--- config.mk ---
export PLATFORM = sky130hd
export DESIGN_NAME = source_packet_gen
export DESIGN_NICKNAME = d
export VERILOG_FILES = /design/src/rtl/source_packet_gen_pkg.sv /design/src/rtl/source_lfsr16.sv /design/src/rtl/source_packet_gen.sv
export SDC_FILE = /design/constraint.sdc
export NUM_CORES = 1
export LEC_CHECK = 0
export BUFFER_PORTS_ARGS = -buffer_cell sky130_fd_sc_hd__buf_4
export CAP_MARGIN = 20
export CORE_UTILIZATION = 47
export DETAILED_ROUTE_END_ITERATION = 10
export PLACE_DENSITY = 0.7
export REMOVE_ABC_BUFFERS = 1
export SLEW_MARGIN = 20
export SYNTH_ARGS = -nofsm -noshare
export SYNTH_HDL_FRONTEND = slang
export SYNTH_SLANG_ARGS = --single-unit
--- constraint.sdc ---
create_clock -name clk -period 3.19 [get_ports clk]
set_clock_uncertainty 0.2 [all_clocks]
set_input_delay 0.319 -clock clk [delete_from_list [all_inputs] [get_ports clk]]
set_output_delay 0.319 -clock clk [all_outputs]
set_load 0.01 [all_outputs]
--- src/rtl/source_packet_gen_pkg.sv ---
// Shared types and constants for the source packet generator: FSM states, scrambler
// seed/taps, header word field offsets and the LFSR next-state function.
package source_packet_gen_pkg;

  typedef enum logic [2:0] {
    StIdle,
    StHead,
    StLen,
    StFlag,
    StPayload,
    StDone
  } state_e;

  localparam logic [15:0] LfsrSeedDefault = 16'hACE1;
  // x^16 + x^14 + x^13 + x^11 + 1 in a shift-left register: bits 15, 13, 12, 10
  localparam logic [15:0] LfsrTaps = 16'hB400;

  localparam int unsigned LenOff  = 0;
  localparam int unsigned FlagOff = 16;
  localparam int unsigned SeqOff  = 0;

  function automatic logic [15:0] lfsr_step(input logic [15:0] state);
    return {state[14:0], ^(state & LfsrTaps)};
  endfunction

endpackage

--- src/rtl/source_lfsr16.sv ---
// 16-bit Fibonacci scrambler LFSR with synchronous reload; exposes both the current
// state and the state it will take on the next step.
module source_lfsr16
  import source_packet_gen_pkg::*;
#(
  parameter logic [15:0] SEED = LfsrSeedDefault
) (
  input  logic        clk,
  input  logic        rst_n,
  input  logic        i_load,
  input  logic        i_step,
  output logic [15:0] o_state,
  output logic [15:0] o_next
);

  logic [15:0] r_state;

  always_ff @(posedge clk or negedge rst_n) begin
    if (!rst_n) begin
      r_state <= SEED;
    end else if (i_load) begin
      r_state <= SEED;
    end else if (i_step) begin
      r_state <= lfsr_step(r_state);
    end
  end

  assign o_state = r_state;
  assign o_next  = lfsr_step(r_state);

endmodule

--- src/rtl/source_packet_gen.sv ---
// Emits one framed packet (head, length, flag/seq, payload) per accepted start on a
// registered valid/ready stream with SOP/EOP markers.
module source_packet_gen
  import source_packet_gen_pkg::*;
#(
  parameter logic [15:0] LFSR_SEED = LfsrSeedDefault,
  parameter int unsigned LEN_W     = 24
) (
  input  logic             clk,
  input  logic             rst_n,
  input  logic             i_start,
  input  logic [31:0]      i_packet_head,
  input  logic [15:0]      i_flag_set,
  input  logic [LEN_W-1:0] i_length_set,
  input  logic             i_scramble,
  output logic             o_busy,
  output logic             o_done,
  output logic [31:0]      o_dout,
  output logic             o_dout_valid,
  input  logic             i_dout_ready,
  output logic             o_dout_sop,
  output logic             o_dout_eop
);

  state_e           r_state, w_state_d;
  logic [LEN_W-1:0] r_len, r_cnt, w_cnt_d, w_cnt_inc;
  logic [15:0]      r_flag, r_seq, w_seq_d;
  logic             r_scr;
  logic [31:0]      r_dout, w_dout_d;
  logic             r_valid, w_valid_d, r_sop, w_sop_d, r_eop, w_eop_d;
  logic             r_busy, w_busy_d, r_done, w_done_d;
  logic             w_accept, w_snap, w_lfsr_load, w_lfsr_step;
  logic [15:0]      w_lfsr_state, w_lfsr_next;

  source_lfsr16 #(
    .SEED(LFSR_SEED)
  ) u_lfsr (
    .clk    (clk),
    .rst_n  (rst_n),
    .i_load (w_lfsr_load),
    .i_step (w_lfsr_step),
    .o_state(w_lfsr_state),
    .o_next (w_lfsr_next)
  );

  assign w_accept  = r_valid & i_dout_ready;
  assign w_cnt_inc = r_cnt + LEN_W'(1);

  // Next-word values are computed here and registered, so each word is loaded on the
  // acceptance of its predecessor and held untouched while the sink stalls.
  always_comb begin
    w_state_d   = r_state;
    w_dout_d    = r_dout;
    w_valid_d   = r_valid;
    w_sop_d     = r_sop;
    w_eop_d     = r_eop;
    w_busy_d    = r_busy;
    w_done_d    = 1'b0;
    w_cnt_d     = r_cnt;
    w_seq_d     = r_seq;
    w_snap      = 1'b0;
    w_lfsr_load = 1'b0;
    w_lfsr_step = 1'b0;
    unique case (r_state)
      StIdle: begin
        if (i_start) begin
          w_state_d   = StHead;
          w_dout_d    = i_packet_head;
          w_valid_d   = 1'b1;
          w_sop_d     = 1'b1;
          w_eop_d     = 1'b0;
          w_busy_d    = 1'b1;
          w_snap      = 1'b1;
          w_lfsr_load = 1'b1;
        end
      end
      StHead: begin
        if (w_accept) begin
          w_state_d = StLen;
          w_dout_d  = 32'(r_len) << LenOff;
          w_sop_d   = 1'b0;
        end
      end
      StLen: begin
        if (w_accept) begin
          w_state_d = StFlag;
          w_dout_d  = (32'(r_flag) << FlagOff) | (32'(r_seq) << SeqOff);
          w_eop_d   = (r_len == '0);
        end
      end
      StFlag, StPayload: begin
        if (w_accept) begin
          w_lfsr_step = (r_state == StPayload);
          if (r_eop) begin
            w_state_d = StDone;
            w_dout_d  = '0;
            w_valid_d = 1'b0;
            w_eop_d   = 1'b0;
            w_busy_d  = 1'b0;
            w_done_d  = 1'b1;
          end else if (r_state == StFlag) begin
            w_state_d = StPayload;
            w_cnt_d   = '0;
            w_dout_d  = r_scr ? {w_lfsr_state, w_lfsr_state} : 32'h0;
            w_eop_d   = (r_len == LEN_W'(1));
          end else begin
            w_cnt_d  = w_cnt_inc;
            w_dout_d = 32'(w_cnt_inc) ^ (r_scr ? {w_lfsr_next, w_lfsr_next} : 32'h0);
            w_eop_d  = (w_cnt_inc == r_len - LEN_W'(1));
          end
        end
      end
      StDone: begin
        w_state_d = StIdle;
        w_seq_d   = r_seq + 16'd1;
      end
      default: w_state_d = StIdle;
    endcase
  end

  always_ff @(posedge clk or negedge rst_n) begin
    if (!rst_n) begin
      r_state <= StIdle;
      r_len   <= '0;
      r_cnt   <= '0;
      r_flag  <= '0;
      r_seq   <= '0;
      r_scr   <= 1'b0;
      r_dout  <= '0;
      r_valid <= 1'b0;
      r_sop   <= 1'b0;
      r_eop   <= 1'b0;
      r_busy  <= 1'b0;
      r_done  <= 1'b0;
    end else begin
      r_state <= w_state_d;
      r_cnt   <= w_cnt_d;
      r_seq   <= w_seq_d;
      r_dout  <= w_dout_d;
      r_valid <= w_valid_d;
      r_sop   <= w_sop_d;
      r_eop   <= w_eop_d;
      r_busy  <= w_busy_d;
      r_done  <= w_done_d;
      if (w_snap) begin
        r_len  <= i_length_set;
        r_flag <= i_flag_set;
        r_scr  <= i_scramble;
      end
    end
  end

  assign o_busy       = r_busy;
  assign o_done       = r_done;
  assign o_dout       = r_dout;
  assign o_dout_valid = r_valid;
  assign o_dout_sop   = r_sop;
  assign o_dout_eop   = r_eop;

endmodule

==> impl_results.md, run 1 <==
* Wire length per cell at around 17 um
* P_leak at roughly 0.0046 uW
* Max-slew violations at 0
* Fmax at around 0.32 GHz
* Post-layout minimum cycle time at 3140 ps
* CP Data Arrival Time at ~3300 ps
* Die height at 134 um
* Core Util, Final at around 64%
* Rows at 47
* Pin count of the biggest net entering global routing at 69
* Initial antenna violation count at 0
* Worst EP required at around 3300 ps
* Clk buf depth at 2
* Launching point of the worst reg2reg path: r_len[11]$_DFFE_PN0P_
* Setup bufs post-CTS at 0
* H-tree Lvls at 4
* Final HPWL DP at 17300 um
* Number of port buffers at approximately 110
* DP Cell Count at about 1300
* CP startpoint kind: flop
* Clk slew on worst S/H paths at 60 ps
* TritonCTS clock tree: built
* HP Class: in -> reg
* DRC viols at 0
* Failing checks: negative hold slack
* GPL Wtd Cong at 0.885
* Seq/Total Area, Yosys at approximately two fifths
* Final std cells w/o fill at between 1000 and 1500
* CP max FO at 7
* CP Capture Type: flop
* Layout cells sized above 1 at a little over a fifth
* Area grow syn2layout at 31.4%
* Number of global-route vias before repair at slightly below 8000
* Worst hold path startpoint: i_packet_head[6]
* Maximum VDD drop at 0.437 mV
* Layout Nets at roughly 1300
* Detailed-route vias per instance at 5.60
* Max-Slew Margin vs Limit at between 40% and 50%
* Critical Path Source: r_len[11]$_DFFE_PN0P_
* CTS Buf Count at 17
* Most frequent cells in the layout: nand2_1, buf_4, dfrtp_1
* WHS at -1.73 ps
* Placement-stage cell area at roughly 9600 um^2
* Initial cell density of the core at 48.6%
* I/O Pins at approximately 110
* First-pass GRT wire length at between 30000 and 40000 um
* Die Wd at roughly 130 um
* Post-synthesis area per instance at 8.10 um^2
* Commonest non-fill, non-tap cell in the layout: nand2_1
* Synth Instances at 1006
* Gr usage total at roughly 28%
* Status: finished, violations left
* #FFs+latches synth at 136
* Power Density at ~820 nW/um^2
* Initial DRC count at 750
* Top_reg_cell synth: dfrtp_1
* N_diodes at 0
* Die area at around 18000 um^2
* Routed WL at between 20000 and 25000 um
* Final ANT Viol Nets at 0
* Yosys Warn Count at 0
* Gr ovfl total at 0
* Root buffer cell: clkbuf_16
* Finished layout cell area at between 10000 and 15000 um^2
* EDFF count, synth at 0
* Worst-Margin Slew at between 800 and 900 ps
* Ys async rst share at 100%
* CTS sink cnt at 136
* CORE AREA at approximately 17000 um^2
* Via count at ~8000
* Later-pin clock latency in the skew report at 430 ps
* Period utilization at between 90% and 100%
* Initial DRT Pass Iterations at 6
* Hold Violations, Final at 1
* RSZ-0062 raised after global routing: yes
* Endpoints failing setup at 0
* MaxCap Viol Count at 0
* Cell variety after synth at between 50 and 60
* Syn Std Cell Area at a little over 8000 um^2
* Crit Path Category: reg -> reg
routing by layer:
| layer | vias to the layer above | wire length [um] | global-route usage (%) |
|---|---|---|---|
| met2 | 286 | 11600 | 45.7 |
| met1 | 3781 | 10800 | 37.9 |
| li1 | 3866 | - | - |
| met3 | 36 | 1500 | 6.35 |
| met4 | 0 | 433 | 9.15 |
| met5 | - | 0 | 0 |
power by group:
part	internal, uW	switching [uW]	total (uW)
clock network	1350	768	2120
logic	1620	2220	3840
registers	2310	496	2800
state kept, by name, summed over array words and instances, names as in the netlist:
register,count
r_scr,1
r_seq,16
o_dout_eop,1
o_dout_sop,1
r_len,24
u_lfsr.o_state,16
r_cnt,24
o_dout,32
r_flag,16
o_done,1
r_state,3
o_busy,1
layout make-up:
class                   instances  area [um^2]
clock inverters                11          171
inverters                      20         75.1
clock buffers                  21          460
flip-flops and latches        136         3410
fillers                      1429         6050
repair buffers                229         1870
well taps                     220          275
multi-input cells             785         4440
critical path, cell delays in order, from the launching register on:
cell and delay (ps):
dfrtp_1 370, or4_4 530, or4_4 610, nor4_4 240, xnor2_1 160, xnor2_1 140
nand4_1 110, or4_1 520, o31ai_2 180
Yosys cell counts, types with 3 or more instances:
cell type,count,area share [%]
a21oi_1,53,3.3
mux2i_1,8,0.98
inv_1,20,0.92
and3_1,7,0.54
ha_1,4,0.61
a22oi_1,15,1.4
o21ai_0,121,7.4
nor4_1,9,0.69
nor3_1,20,1.2
dfstp_2,8,2.6
nand2_1,227,10
or3_2,4,0.37
or2_2,3,0.23
clkbuf_1,57,2.6
a21o_1,3,0.28
o22a_1,4,0.43
dfrtp_1,128,39
buf_1,3,0.14
nand2b_1,16,1.2
mux2_2,4,0.55
nor2_1,66,3.0
o22ai_1,10,0.77
xnor2_1,65,7.0
a31oi_1,6,0.46
xor2_1,16,1.7
or4_1,5,0.46
a221oi_1,18,1.9
nand3_1,34,2.1
and4_1,4,0.43
nor2b_1,3,0.23
a22o_1,7,0.75
or3_1,5,0.38
nand4_1,11,0.84
o31ai_1,11,1.0
worst paths after layout:
| path | endpoint | slack, ps | cells past startpoint |
|---|---|---|---|
| worst max-delay path | o_dout_eop$_DFFE_PN0P_ | 50 | 8 |
| worst min-delay path | o_dout[6]$_DFFE_PN0P_ | -2 | 3 |
| worst max register to register | o_dout_eop$_DFFE_PN0P_ | 50 | 8 |
| worst min register to register | r_flag[7]$_DFFE_PN0P_ | 270 | 2 |
| max in group asynchronous | u_lfsr.o_state[10]$_DFFE_PN1P_ | 1720 | 3 |
| min in group asynchronous | r_cnt[1]$_DFFE_PN0P_ | 280 | 2 |
metrics by stage:
stage	total power [uW]	hold WS [ps]	TNS, ps	setup slack, ps
floorplan	4950	-177	-80730	-1370
global placement	6450	171	-48.7	-48.7
detailed placement	6520	174	-164	-164
CTS	8720	1.63	0	17.4
global route	9310	7.54	-79.4	-79.4
finish	8760	-1.73	0	50.9
what timing repair did:
item,in CTS,in global routing
endpoints found under the setup margin,1,2
pin swaps,0,0
hold buffers,48,0
hold endpoints to repair,113,0
resized for setup,2,6
logic make-up (layout without fill, tap and decap cells):
family / Yosys count / in the layout / share of synthesized area (%)
and+or+nand+nor: 426 / 426 / 23.8
buffers and inverters: 85 / 281 / 4.21
adders and majority gates: 4 / 4 / 0.614
DFF: 136 / 136 / 41.9
muxes: 12 / 12 / 1.54
AOI/OAI and AO/OA: 262 / 262 / 19.2
xor gates and xnor gates: 81 / 81 / 8.71
(Power assumes the default switching activity.)
==> run 2, diff against run 1 <==
Settings changed: BUFFER_PORTS_ARGS -buffer_cell sky130_fd_sc_hd__buf_4 to -buffer_cell sky130_fd_sc_hd__buf_2, PLACE_DENSITY 0.7 to 0.67.
Clock period 3.19 ns to 3.1 ns, I/O delays scaled along.
==> run 2 against run 1 <==
  * The run ends with negative setup slack left
  * Register-to-register slack worse by 120 ps
  * First-iteration DRC count is 11% higher
  * Hold slack better by 7.4 ps
  * Final cell count is 0.56% higher
  * Global-route usage is 0.72 points higher
  * Wire length is 1.8% higher
  * Power is 1.1% higher
  * Via count is 0.83% higher
  * Core utilization is 1.4 points lower
  * Clock-buffer cell count is 2 lower
  * Critical path type unchanged
==> impl_results.md, run 2 (synthesized netlist as in run 1, its figures left out) <==
* Number of port buffers at between 100 and 150
* Max-Slew Margin vs Limit at 28.8%
* Failing checks: negative setup slack
* Fmax at 0.316 GHz
* N_diodes at 0
* Layout fillers at around 1400
* Critical-path cell list: or4_4 -> or4_4 -> buf_4 -> nor2_1 -> nand3_1 -> a21oi_1 -> nand3_1 -> or4_1 -> o31ai_2
* I/O Pins at 114
* Crit Path Category: reg -> reg
* Area grow syn2layout at 28.6%
* Final std cells w/o fill at 1430
* Clk slew on worst S/H paths at around 60 ps
* Fin worst setup slack at -69.5 ps
* GRT busiest layer: met2
* Max stage delay on crit path at 580 ps
* Layout Nets at between 1000 and 1500
* Gr usage total at between 20% and 30%
* Endpoints failing setup at 1
* Share of total power in combinational logic at a little over two fifths
* Most frequent cells in the layout: nand2_1, dfrtp_1, o21ai_0
* MaxCap Viol Count at 0
* DP Cell Count at 1346
* Via count at ~8000
* Layout cells sized above 1 at between 20% and 30%
* Final ANT Viol Nets at 0
* Rows at 47
* GPL Wtd Cong at 0.910
* Initial DRC count at 833
* Finished layout cell area at around 10000 um^2
* Grt met3 use at 4.53%
* CP Capture Type: flop
* M2 GR Usage at a little under half
* RSZ-0062 raised after global routing: yes
* Status: finished, violations left
* Reg power frac at about a third
* Crit-path slowest cell: or4_4
* Max-slew violations at 0
* Tot Pwr at approximately 8900 uW
* Die area at 17900 um^2
* CP startpoint kind: flop
* Die Wd at around 130 um
* Clock power share at approximately a quarter
* CTS Buf Count at 17
* Clk buf depth at 2
* Wire length per cell at approximately 17 um
* CTS sink cnt at between 100 and 150
* Power Density at about 840 nW/um^2
* Hold Violations, Final at 0
* P_sw at approximately 3600 uW
* CP Data Arrival Time at 3300 ps
* Worst EP required at 3230 ps
* Initial DRT Pass Iterations at 5
* Initial antenna violation count at 0
* Commonest non-fill, non-tap cell in the layout: nand2_1
* Period utilization at 102%
* Worst-Margin Slew at ~1100 ps
* Met1 Usage GRT at between 40% and 50%
* WP buf/inv at 1
* P_leak at approximately 0.0046 uW
* H-tree Lvls at 4
* Placement-stage cell area at 9300 um^2
* First-pass GRT wire length at between 40000 and 50000 um
* Die height at around 130 um
* Final HPWL DP at between 15000 and 20000 um
* Internal power at around 5200 uW
* TritonCTS clock tree: built
* Gr ovfl total at 0
* Routed WL at 24800 um
* CORE AREA at 16800 um^2
* Initial cell density of the core at 48.6%
* HP Class: in -> reg
* Number of global-route vias before repair at roughly 7700
* Pin count of the biggest net entering global routing at a little under 80
* Maximum VDD drop at approximately 0.47 mV
* Later-pin clock latency in the skew report at 420 ps
* CP max FO at 8
* Post-layout minimum cycle time at approximately 3200 ps
* Max reg flops at 32
* Delay-heaviest family, CP: simple AND/OR/NAND/NOR gates
* Root buffer cell: clkbuf_16
* Detailed-route vias per instance at about 5.6
* DRC viols at 0
* Net Sw Frac at about two fifths
## run 2: cell types whose count changed in the layout (fill, tap and decap cells not counted), sizes merged
cell / previous run / this run
clkbuf: 21 / 19
dlygate4sd3: 48 / 51
clkinv: 5 / 3
bufinv: 4 / 3
buf: 181 / 186
inv: 20 / 25
## run 2: per-stage QoR
step                setup TNS, ps  util, %  setup slack (ps)  hold WS (ps)
floorplan                  -90520        -             -1460          -186
global placement             -147     55.5              -147           195
detailed placement           -211     55.5              -211           203
CTS                         -73.0     62.2             -73.0         0.656
global route                 -191     62.5              -191          10.1
finish                      -69.5     62.5             -69.5          5.63
## run 2: per-layer routing
metal	up-vias	wire (um)	part of all wire (%)
met5	-	0	0
met4	0	476	1.9
met3	35	1350	5.4
met2	279	11600	47
met1	3830	11400	46
li1	3891	-	-
## run 2: timing repair
| item | CTS | global route |
|---|---|---|
| hold endpoints to repair | 119 | 0 |
| setup buffers | 0 | 1 |
| endpoints found under the setup margin | 1 | 2 |
| pin swaps | 2 | 3 |
| hold buffers | 51 | 0 |
| gates resized for setup | 2 | 7 |
## run 2: final timing paths
kind | slack, ps | startpoint | to | cells past startpoint
max | -70 | r_len[11]$_DFFE_PN0P_ | o_dout_eop$_DFFE_PN0P_ | 9
min | 6 | i_packet_head[13] | o_dout[13]$_DFFE_PN0P_ | 3
max reg2reg | -70 | r_len[11]$_DFFE_PN0P_ | o_dout_eop$_DFFE_PN0P_ | 9
min reg2reg | 270 | r_flag[3]$_DFFE_PN0P_ | r_flag[3]$_DFFE_PN0P_ | 2
max in group asynchronous | 1610 | rst_n | u_lfsr.o_state[11]$_DFFE_PN1P_ | 3
min in group asynchronous | 290 | rst_n | r_cnt[19]$_DFFE_PN0P_ | 2
## run 2: worst reg2reg max path: cells and delay by family, from the launching register on
| family | cells | cell delay (ps) |
|---|---|---|
| AOI/OAI and AO/OA | 2 | 390 |
| buffers and inverters | 1 | 180 |
| DFF | 1 | 380 |
| and+or+nand+nor | 6 | 1940 |
## run 2: power groups by stage
stage                     registers [uW]  clock network, uW  logic, uW
after CTS                           2850               2130       3840
after detailed placement            2880                  0       3750
after global routing                2950               2200       4290
after global placement              2850                  0       3700
after floorplan                     3010                  0       2090
final                               2870               2110       3880
## run 2: area by class of cell
| type | instances | area (um^2) | share of cell area [%] |
|---|---|---|---|
| Timing Repair Buffer | 237 | 1640 | 15.7 |
| Clock inverter | 13 | 166 | 1.59 |
| Sequential cell | 136 | 3410 | 32.6 |
| Tap cell | 220 | 275 | 2.63 |
| Inverter | 20 | 75.1 | 0.717 |
| Clock buffer | 19 | 443 | 4.23 |
| Multi-Input combinational cell | 785 | 4460 | 42.6 |
